## config.mk

```make
export PLATFORM = sky130hd
export DESIGN_NAME = uart_rx_ctrl
export DESIGN_NICKNAME = d
export VERILOG_FILES = /design/src/rtl/uart_pkg.sv /design/src/rtl/uart_sync_fifo.sv /design/src/rtl/uart_rx_ctrl.sv
export SDC_FILE = /design/constraint.sdc
export NUM_CORES = 1
export LEC_CHECK = 0
export ABC_AREA = 1
export BUFFER_PORTS_ARGS = -buffer_cell sky130_fd_sc_hd__buf_2
export CAP_MARGIN = 20
export CELL_PAD_IN_SITES_DETAIL_PLACEMENT = 0
export CELL_PAD_IN_SITES_GLOBAL_PLACEMENT = 1
export CORE_ASPECT_RATIO = 1.2
export CORE_MARGIN = 2
export CORE_UTILIZATION = 45
export DETAILED_ROUTE_END_ITERATION = 10
export PLACE_DENSITY_LB_ADDON = 0.2
export SETUP_SLACK_MARGIN = 0.15
export SLEW_MARGIN = 30
export SYNTH_ARGS = -nofsm -noshare
export SYNTH_HDL_FRONTEND = slang
export SYNTH_SLANG_ARGS = --single-unit
```

## constraint.sdc

```tcl
create_clock -name clk -period 7.5 [get_ports clk]
set_input_delay 0.75 -clock clk [delete_from_list [all_inputs] [get_ports clk]]
set_output_delay 0.75 -clock clk [all_outputs]
set_load 0.02 [all_outputs]
```

## src/rtl/uart_pkg.sv

```systemverilog
// Shared definitions for the UART receive path: status bit positions and RX FIFO entry layout.
package uart_pkg;

  localparam int RX_ST_PARITY = 0;
  localparam int RX_ST_FRAME  = 1;
  localparam int RX_ST_BREAK  = 2;

  localparam int RX_DATA_W  = 8;
  localparam int RX_ST_W    = 3;
  localparam int RX_ENTRY_W = 11;

  typedef logic [RX_ST_W-1:0]    rx_status_t;
  typedef logic [RX_ENTRY_W-1:0] rx_entry_t;

  // Entry layout is {status, data}, so status bit i lands at RX_DATA_W+i.
  function automatic rx_entry_t rx_pack(input logic [RX_DATA_W-1:0] data,
                                        input logic brk,
                                        input logic frm,
                                        input logic par);
    rx_status_t st;
    st = '0;
    st[RX_ST_BREAK]  = brk;
    st[RX_ST_FRAME]  = frm;
    st[RX_ST_PARITY] = par;
    return {st, data};
  endfunction

endpackage

```

## src/rtl/uart_sync_fifo.sv

```systemverilog
// Single-clock first-word-fall-through FIFO with explicit level counter.
// A write while full is accepted only when a read happens in the same cycle.
module uart_sync_fifo #(
  parameter int WIDTH = 11,
  parameter int DEPTH = 16
) (
  input  logic                       clk,
  input  logic                       resetn,
  input  logic                       clr,
  input  logic                       wr_en,
  input  logic                       rd_en,
  input  logic [WIDTH-1:0]           din,
  output logic [WIDTH-1:0]           dout,
  output logic [$clog2(DEPTH):0]     level,
  output logic                       full,
  output logic                       empty
);

  localparam int AW = $clog2(DEPTH);
  localparam int LW = AW + 1;

  logic [WIDTH-1:0] mem [DEPTH];
  logic [AW-1:0]    wr_ptr_reg;
  logic [AW-1:0]    rd_ptr_reg;
  logic [LW-1:0]    level_reg;
  logic             do_push;
  logic             do_pop;

  assign empty   = (level_reg == '0);
  assign full    = (level_reg == LW'(DEPTH));
  assign do_pop  = rd_en && !empty && !clr;
  // When full, the write slot is the head being popped this cycle, so overwriting it is safe.
  assign do_push = wr_en && !clr && (!full || do_pop);

  always_ff @(posedge clk) begin
    if (do_push) begin
      mem[wr_ptr_reg] <= din;
    end
  end

  always_ff @(posedge clk or negedge resetn) begin
    if (!resetn) begin
      wr_ptr_reg <= '0;
      rd_ptr_reg <= '0;
      level_reg  <= '0;
    end else if (clr) begin
      wr_ptr_reg <= '0;
      rd_ptr_reg <= '0;
      level_reg  <= '0;
    end else begin
      if (do_push) begin
        wr_ptr_reg <= wr_ptr_reg + AW'(1);
      end
      if (do_pop) begin
        rd_ptr_reg <= rd_ptr_reg + AW'(1);
      end
      level_reg <= level_reg + LW'(do_push) - LW'(do_pop);
    end
  end

  assign dout  = mem[rd_ptr_reg];
  assign level = level_reg;

endmodule

```

## src/rtl/uart_rx_ctrl.sv

```systemverilog
// Receive-side controller: error accumulation, RX FIFO capture, overrun tracking,
// and level / character-timeout interrupts for the register side.
module uart_rx_ctrl
  import uart_pkg::*;
#(
  parameter int DEPTH         = 16,
  parameter int TIMEOUT_TICKS = 160
) (
  input  logic                     clk,
  input  logic                     resetn,
  input  logic                     rx_enable,
  input  logic                     flush,
  input  logic                     rx_data_ready,
  input  logic [7:0]               rx_data,
  input  logic                     rx_parity_err,
  input  logic                     rx_frame_err,
  input  logic                     rx_break_err,
  input  logic                     sample_tick,
  input  logic [$clog2(DEPTH):0]   threshold,
  input  logic                     rd_en,
  output logic [7:0]               rd_data,
  output logic [2:0]               rd_status,
  output logic                     empty,
  output logic                     full,
  output logic [$clog2(DEPTH):0]   level,
  output logic                     overrun,
  input  logic                     ovr_clr,
  output logic                     irq_level,
  output logic                     irq_timeout
);

  localparam int LW = $clog2(DEPTH) + 1;
  localparam int TW = $clog2(TIMEOUT_TICKS + 1);

  logic          pend_frame_reg, pend_frame_next;
  logic          pend_break_reg, pend_break_next;
  logic          overrun_reg, overrun_next;
  logic [TW-1:0] tmo_cnt_reg, tmo_cnt_next;
  logic          irq_level_reg, irq_level_next;
  logic          irq_timeout_reg, irq_timeout_next;
  logic [LW-1:0] level_next;

  logic          push_req;
  logic          pop_ok;
  logic          push_ok;
  logic          drop;
  rx_entry_t     wr_entry;
  rx_entry_t     head;
  logic [LW-1:0] fifo_level;
  logic          fifo_full;
  logic          fifo_empty;

  assign push_req = rx_data_ready && rx_enable && !flush;
  assign pop_ok   = rd_en && !flush && !fifo_empty;
  assign push_ok  = push_req && (!fifo_full || pop_ok);
  assign drop     = push_req && fifo_full && !pop_ok;

  // Errors pulsed in the push cycle itself belong to that character.
  assign wr_entry = rx_pack(rx_data,
                            rx_break_err | pend_break_reg,
                            rx_frame_err | pend_frame_reg,
                            rx_parity_err);

  uart_sync_fifo #(
    .WIDTH (RX_ENTRY_W),
    .DEPTH (DEPTH)
  ) u_fifo (
    .clk    (clk),
    .resetn (resetn),
    .clr    (flush),
    .wr_en  (push_req),
    .rd_en  (rd_en),
    .din    (wr_entry),
    .dout   (head),
    .level  (fifo_level),
    .full   (fifo_full),
    .empty  (fifo_empty)
  );

  always_comb begin
    pend_frame_next  = pend_frame_reg;
    pend_break_next  = pend_break_reg;
    overrun_next     = overrun_reg;
    tmo_cnt_next     = tmo_cnt_reg;
    level_next       = fifo_level;
    irq_level_next   = 1'b0;
    irq_timeout_next = 1'b0;

    if (!rx_enable || flush || push_req) begin
      pend_frame_next = 1'b0;
      pend_break_next = 1'b0;
    end else begin
      if (rx_frame_err) pend_frame_next = 1'b1;
      if (rx_break_err) pend_break_next = 1'b1;
    end

    if (flush) begin
      overrun_next = 1'b0;
    end else if (drop) begin
      overrun_next = 1'b1;
    end else if (ovr_clr) begin
      overrun_next = 1'b0;
    end

    if (flush) begin
      level_next = '0;
    end else begin
      level_next = fifo_level + LW'(push_ok) - LW'(pop_ok);
    end

    if (push_ok || pop_ok || flush || fifo_empty) begin
      tmo_cnt_next = '0;
    end else if (sample_tick && (tmo_cnt_reg < TW'(TIMEOUT_TICKS))) begin
      tmo_cnt_next = tmo_cnt_reg + TW'(1);
    end

    // Both IRQs follow next-state values so a pop or flush drops them one cycle later.
    irq_level_next   = (threshold != '0) && (level_next >= threshold);
    irq_timeout_next = (tmo_cnt_next == TW'(TIMEOUT_TICKS)) && (level_next != '0);
  end

  always_ff @(posedge clk or negedge resetn) begin
    if (!resetn) begin
      pend_frame_reg  <= 1'b0;
      pend_break_reg  <= 1'b0;
      overrun_reg     <= 1'b0;
      tmo_cnt_reg     <= '0;
      irq_level_reg   <= 1'b0;
      irq_timeout_reg <= 1'b0;
    end else begin
      pend_frame_reg  <= pend_frame_next;
      pend_break_reg  <= pend_break_next;
      overrun_reg     <= overrun_next;
      tmo_cnt_reg     <= tmo_cnt_next;
      irq_level_reg   <= irq_level_next;
      irq_timeout_reg <= irq_timeout_next;
    end
  end

  assign rd_data     = fifo_empty ? 8'h00 : head[RX_DATA_W-1:0];
  assign rd_status   = fifo_empty ? 3'b000 : head[RX_ENTRY_W-1:RX_DATA_W];
  assign empty       = fifo_empty;
  assign full        = fifo_full;
  assign level       = fifo_level;
  assign overrun     = overrun_reg;
  assign irq_level   = irq_level_reg;
  assign irq_timeout = irq_timeout_reg;

endmodule

```

# == After elaboration in Yosys (flattened, before gate mapping) ==
# Memory sizes are Yosys's and may differ from the RTL's.
# Cells that the tools add are included.
# op_classes
add_sub_neg,7
order_cmp,2
n_eq_ne,2
muxes,19
n_bitwise,2
reduce_logical,34
# ops
op,n
$mux 8,3
$mux 4,4
$logic_and 1x1->1,14
$add 5x1->5,2
$mux 5,2
$reduce_bool 5->1,2
$sub 5x1->5,2
$mux 1,9
$add 4x1->4 const B,2
$add 8x1->8 const B,1
$eq 8x8->1 const B,1
$lt 8x8->1 const B,1
$reduce_bool 2->1,4
$logic_or 1x1->1,7
$eq 5x5->1 const B,1
$ge 5x5->1,1
$logic_not 1->1,5
$logic_not 5->1,1
$mux 3,1
$reduce_bool 3->1,1
$or 1x1->1,2
# totals
regBits,26
ramBits,176
input_bits,24
out_inout_bits,21
elab_cells,76
memories,1
# memory_table
memory,depth,word_bits,read_ports,rd_clocked_by_memory_dff,write_ports,line,rtl
u_fifo.mem,16,11,1,0,1,uart_sync_fifo.sv:22,logic [WIDTH-1:0] mem [DEPTH];

# == Depth between registers and ports, before layout ==
# logic_depth
depth_word,11
ltp_mapped,20

# == Modules after synthesis ==
# Synthesis repeated with hierarchy kept, for this count alone.
# hier_totals
cells_unflattened,1021
hier_area_um2,9651.8
# modules_own_cells
mod,n_inst,cells_each,area_per_inst_um2,seq_area_each_um2
uart_sync_fifo,1,842,8463.1,5610.4
uart_rx_ctrl,1,179,1188.6,325.3

# == Least setup slack after synthesis ==
# OpenSTA, ideal clock, no wires.
# synth_timing
path_type,input -> register
from,input flush
to,register irq_level_reg (netlist: irq_level)
setup_time_ns,0.126
arrival_time_ns,3.038
setup_slack_ns,4.335
stages,18
path_cell_list,buf_6 inv_2 buf_2 nand2_1 inv_1 ha_1 inv_1 ha_1 fa_1 inv_1 nor2_1 ha_1 o21ai_0 a21boi_0 o21ai_0 nand2_1 a21oi_1 nor2_1
# synth_between
elab_chain_cells,10
# synth_lines
item,line,rtl
"start, declared",uart_rx_ctrl.sv:12,"input logic flush,"
$logic_not 1->1,"uart_rx_ctrl.sv:53, uart_rx_ctrl.sv:54",
$logic_and 1x1->1 (2 in series),uart_rx_ctrl.sv:54,assign pop_ok = rd_en && !flush && !fifo_empty;
$logic_or 1x1->1,uart_rx_ctrl.sv:55,assign push_ok = push_req && (!fifo_full || pop_ok);
$logic_and 1x1->1,uart_rx_ctrl.sv:55,
$add 5x1->5,uart_rx_ctrl.sv:108,level_next = fifo_level + LW'(push_ok) - LW'(pop_ok);
$sub 5x1->5,uart_rx_ctrl.sv:108,
$mux 5 *,uart_rx_ctrl.sv:105,if (flush) begin
$ge 5x5->1 *,uart_rx_ctrl.sv:118,irq_level_next = (threshold != '0) && (level_next >= threshold);
$logic_and 1x1->1 *,uart_rx_ctrl.sv:118,
named net irq_level_next,uart_rx_ctrl.sv:39,"logic irq_level_reg, irq_level_next;"
"end signal, assigned",uart_rx_ctrl.sv:135,irq_level_reg <= irq_level_next;
"end, declared",uart_rx_ctrl.sv:39,
# The timed path passes the listed nets; every way through them passes the cells marked *.
# A chain may end at the register's enable or synchronous reset.

# == Worst setup path in the final report ==
# layout_timing
from,register u_fifo.rd_ptr_reg[1]
to,output rd_data[0]
# layout_between
elab_chain_cells,2
# layout_lines
item,line,rtl
"start, declared",uart_sync_fifo.sv:24,logic [AW-1:0] rd_ptr_reg;
"start signal, assigned",uart_sync_fifo.sv:55,rd_ptr_reg <= rd_ptr_reg + AW'(1);
$mem_v2 16x11,n/a,
$mux 8,uart_rx_ctrl.sv:140,assign rd_data = fifo_empty ? 8'h00 : head[RX_DATA_W-1:0];
"end, declared",uart_rx_ctrl.sv:21,"output logic [7:0] rd_data,"
# No other way between the ends.

==> results.txt <==
Total GRT Usage = 20.7%
WL/cell = 19.5 µm
required time of the critical path = 6750 ps
Synth-to-Final Area Change = 12.3%
leading area contributor after synthesis = edfxtp_1
post-CTS sizing = 0
grt ovf = 0
vias per inst = 5.36
Core Util, Final = 51.2%
post-cts hold buffer count = 0
Worst Path Arrival = 3090 ps
TritonCTS Buffers = 21
Pleak = 3.83 nW
row count = 56
cell repeated most along the worst path = nor2_1
sequential fraction of the synthesis area = 66.8%
R2R setup slack = 3850 ps
CP Capture Type = primary output
period utilization = 51.2%
Final Hold Slack = 275 ps
Design Area, Final = 9980 µm²
Initial Utilization = 45.6%
DIE WIDTH = 132 µm
antenna viol nets, final = 0
Placed Instances = 1052
total negative slack = 0 ps
CTS tree = yes
Sink Count = 202
vias in the first global route = 5916
clock skew = 16.4 ps
DRC = 0
n_diodes = 0
clk root buf = clkbuf_16
max FFs per register = 176
Yosys cell types = 37
First-pass DRT Iterations = 5
CP Max Fanout = 17
most common cell in the netlist = edfxtp_1
initial antenna violation count = 0
CP Launch Type = flop
H-tree depth = 1
# fillers = 1772
final setup vio count = 0
syn avg cell area = 11.6 µm²
Die Area = 20900 µm²
share of flip-flops with an asynchronous set or reset = 12.9%
worst-path cell chain = buf_4 -> nor2_1 -> inv_1 -> o21ai_0 -> a211oi_1 -> nor2_1 -> buf_2
pin count of the biggest net entering global routing = 76
total wire length = 21300 µm
# IOs = 45
Syn Inst Count = 766
Post-Layout Cell Count = 1090
NumNets Final = 860
power per cell area = 305 nW/µm²
via count = 5844
MaxCap Viol Count = 0
RSZ-0062 raised after global routing = false
Port Buffers = 44
yosys warns = 0
core area = 19500 µm²
Critical Path Max Stage Delay = 710 ps
clock-pin transition on the worst setup and hold timing paths = 60 ps
share of layout cells above drive strength 1 = 13.6%
Post-synth top cells = edfxtp_1 (176), nand2_1 (141), nor2_1 (91), o21ai_0 (62), inv_1 (53)
gpl congestion = 0.791
VDD IR max = 0.000174 V
Final Critical Period = 3840 ps
Fin. Hold Viols = 0
Main synth FF type = edfxtp_1
first-pass GRT wire length = 33100 µm
FF+latch area = 5940 µm²
FF+latch count, synth = 202
area of the multi-input gates = 2560 µm²
Syn Nets = 812
clk buf depth = 3
f_max = 260 MHz
slew at the pin closest to its max-slew limit = 958 ps
status = finished clean
Placed Area = 9380 µm²
final number of max-transition violations = 0
cells taking the most area after synthesis = edfxtp_1 (59%), dfrtp_1 (7.3%), nand2_1 (6.0%)
worst hold path class = in2async
crit path kind = reg2out
Post-Syn Area = 8890 µm²
HPWL Detailed = 13400 µm
Clock Latency Late Sink = 500 ps
post-CTS setup buffers = 0
Slew HR = 36.0%
Post-synth EDFFs = 176
die height = 158 µm
post-synth top area share = 59.4%
cell at the slowest stage of the critical path = nor2_1
First DRT Iteration DRCs = 558
[stage by stage]
| step | power (mW) | worst slack (ps) |
|---|---|---|
| 6_report | 3.05 | 3660 |
| 5_1_grt | 3.22 | 3410 |
| 4_1_cts | 3.07 | 3700 |
| 3_5_place_dp | 2.15 | 3800 |
| 3_3_place_gp | 2.14 | 4020 |
| 2_1_floorplan | 1.91 | 4340 |
[layer usage]
layer	track usage (%)	vias up	routed length (µm)
met1	26.0	2859	8770
met2	37.0	161	10900
li1	-	2791	-
met5	0	-	0
met3	2.91	33	1020
met4	7.37	0	577
[power breakdown]
part | internal [mW] | switching (mW)
registers | 1.25 | 0.0337
logic | 0.269 | 0.573
clock network | 0.516 | 0.406
total | 2.03 | 1.01
[kinds of logic after synthesis]
group                    count (synthesis)  share of synthesized area, %
AND/OR/NAND/NOR                        267                          12.5
flip-flops                             202                          66.8
AO/OA/AOI/OAI                          155                          9.98
buffers and inverters                   94                          4.62
multiplexers                            22                          2.48
adder cells (fa/ha/maj)                 22                          3.26
XOR/XNOR                                 4                         0.394
[cell usage in the layout, fill, tap and decap left out, drive strengths merged, types with 18 or more instances in the layout]
master	synthesis	layout
edfxtp	176	176
nand2	144	144
nor2	96	96
o21ai	67	67
inv	61	62
buf	21	58
a21oi	38	38
clkbuf	12	27
dfrtp	26	26
o22ai	24	24
mux2i	22	22
ha	20	20
nand3	18	18
[worst max-delay path: cells and delay by family, from the launching register on]
family	cells	cell delay, ps
buffers and inverters	3	900
AND/OR/NAND/NOR	2	820
flip-flops	1	480
AO/OA/AOI/OAI	2	390
[cell type report]
class,instances,area share (%)
Clock inverter,11,0.539
Tap cell,261,3.27
Timing Repair Buffer,58,3.26
Multi-Input combinational cell,470,25.6
Sequential cell,202,59.5
Clock buffer,27,5.49
Inverter,61,2.29
[worst paths after layout]
| path | from | to | cells past startpoint |
|---|---|---|---|
| max | u_fifo.rd_ptr_reg[1] | rd_data[0] | 7 |
| min | resetn | tmo_cnt_reg[1] | 1 |
| max reg2reg | u_fifo.level[3] | irq_level | 20 |
| min reg2reg | pend_frame_reg | pend_frame_reg | 2 |
| max in group asynchronous | resetn | u_fifo.rd_ptr_reg[0] | 1 |
| min in group clk | ovr_clr | overrun | 2 |
(Power assumes the default switching activity.)
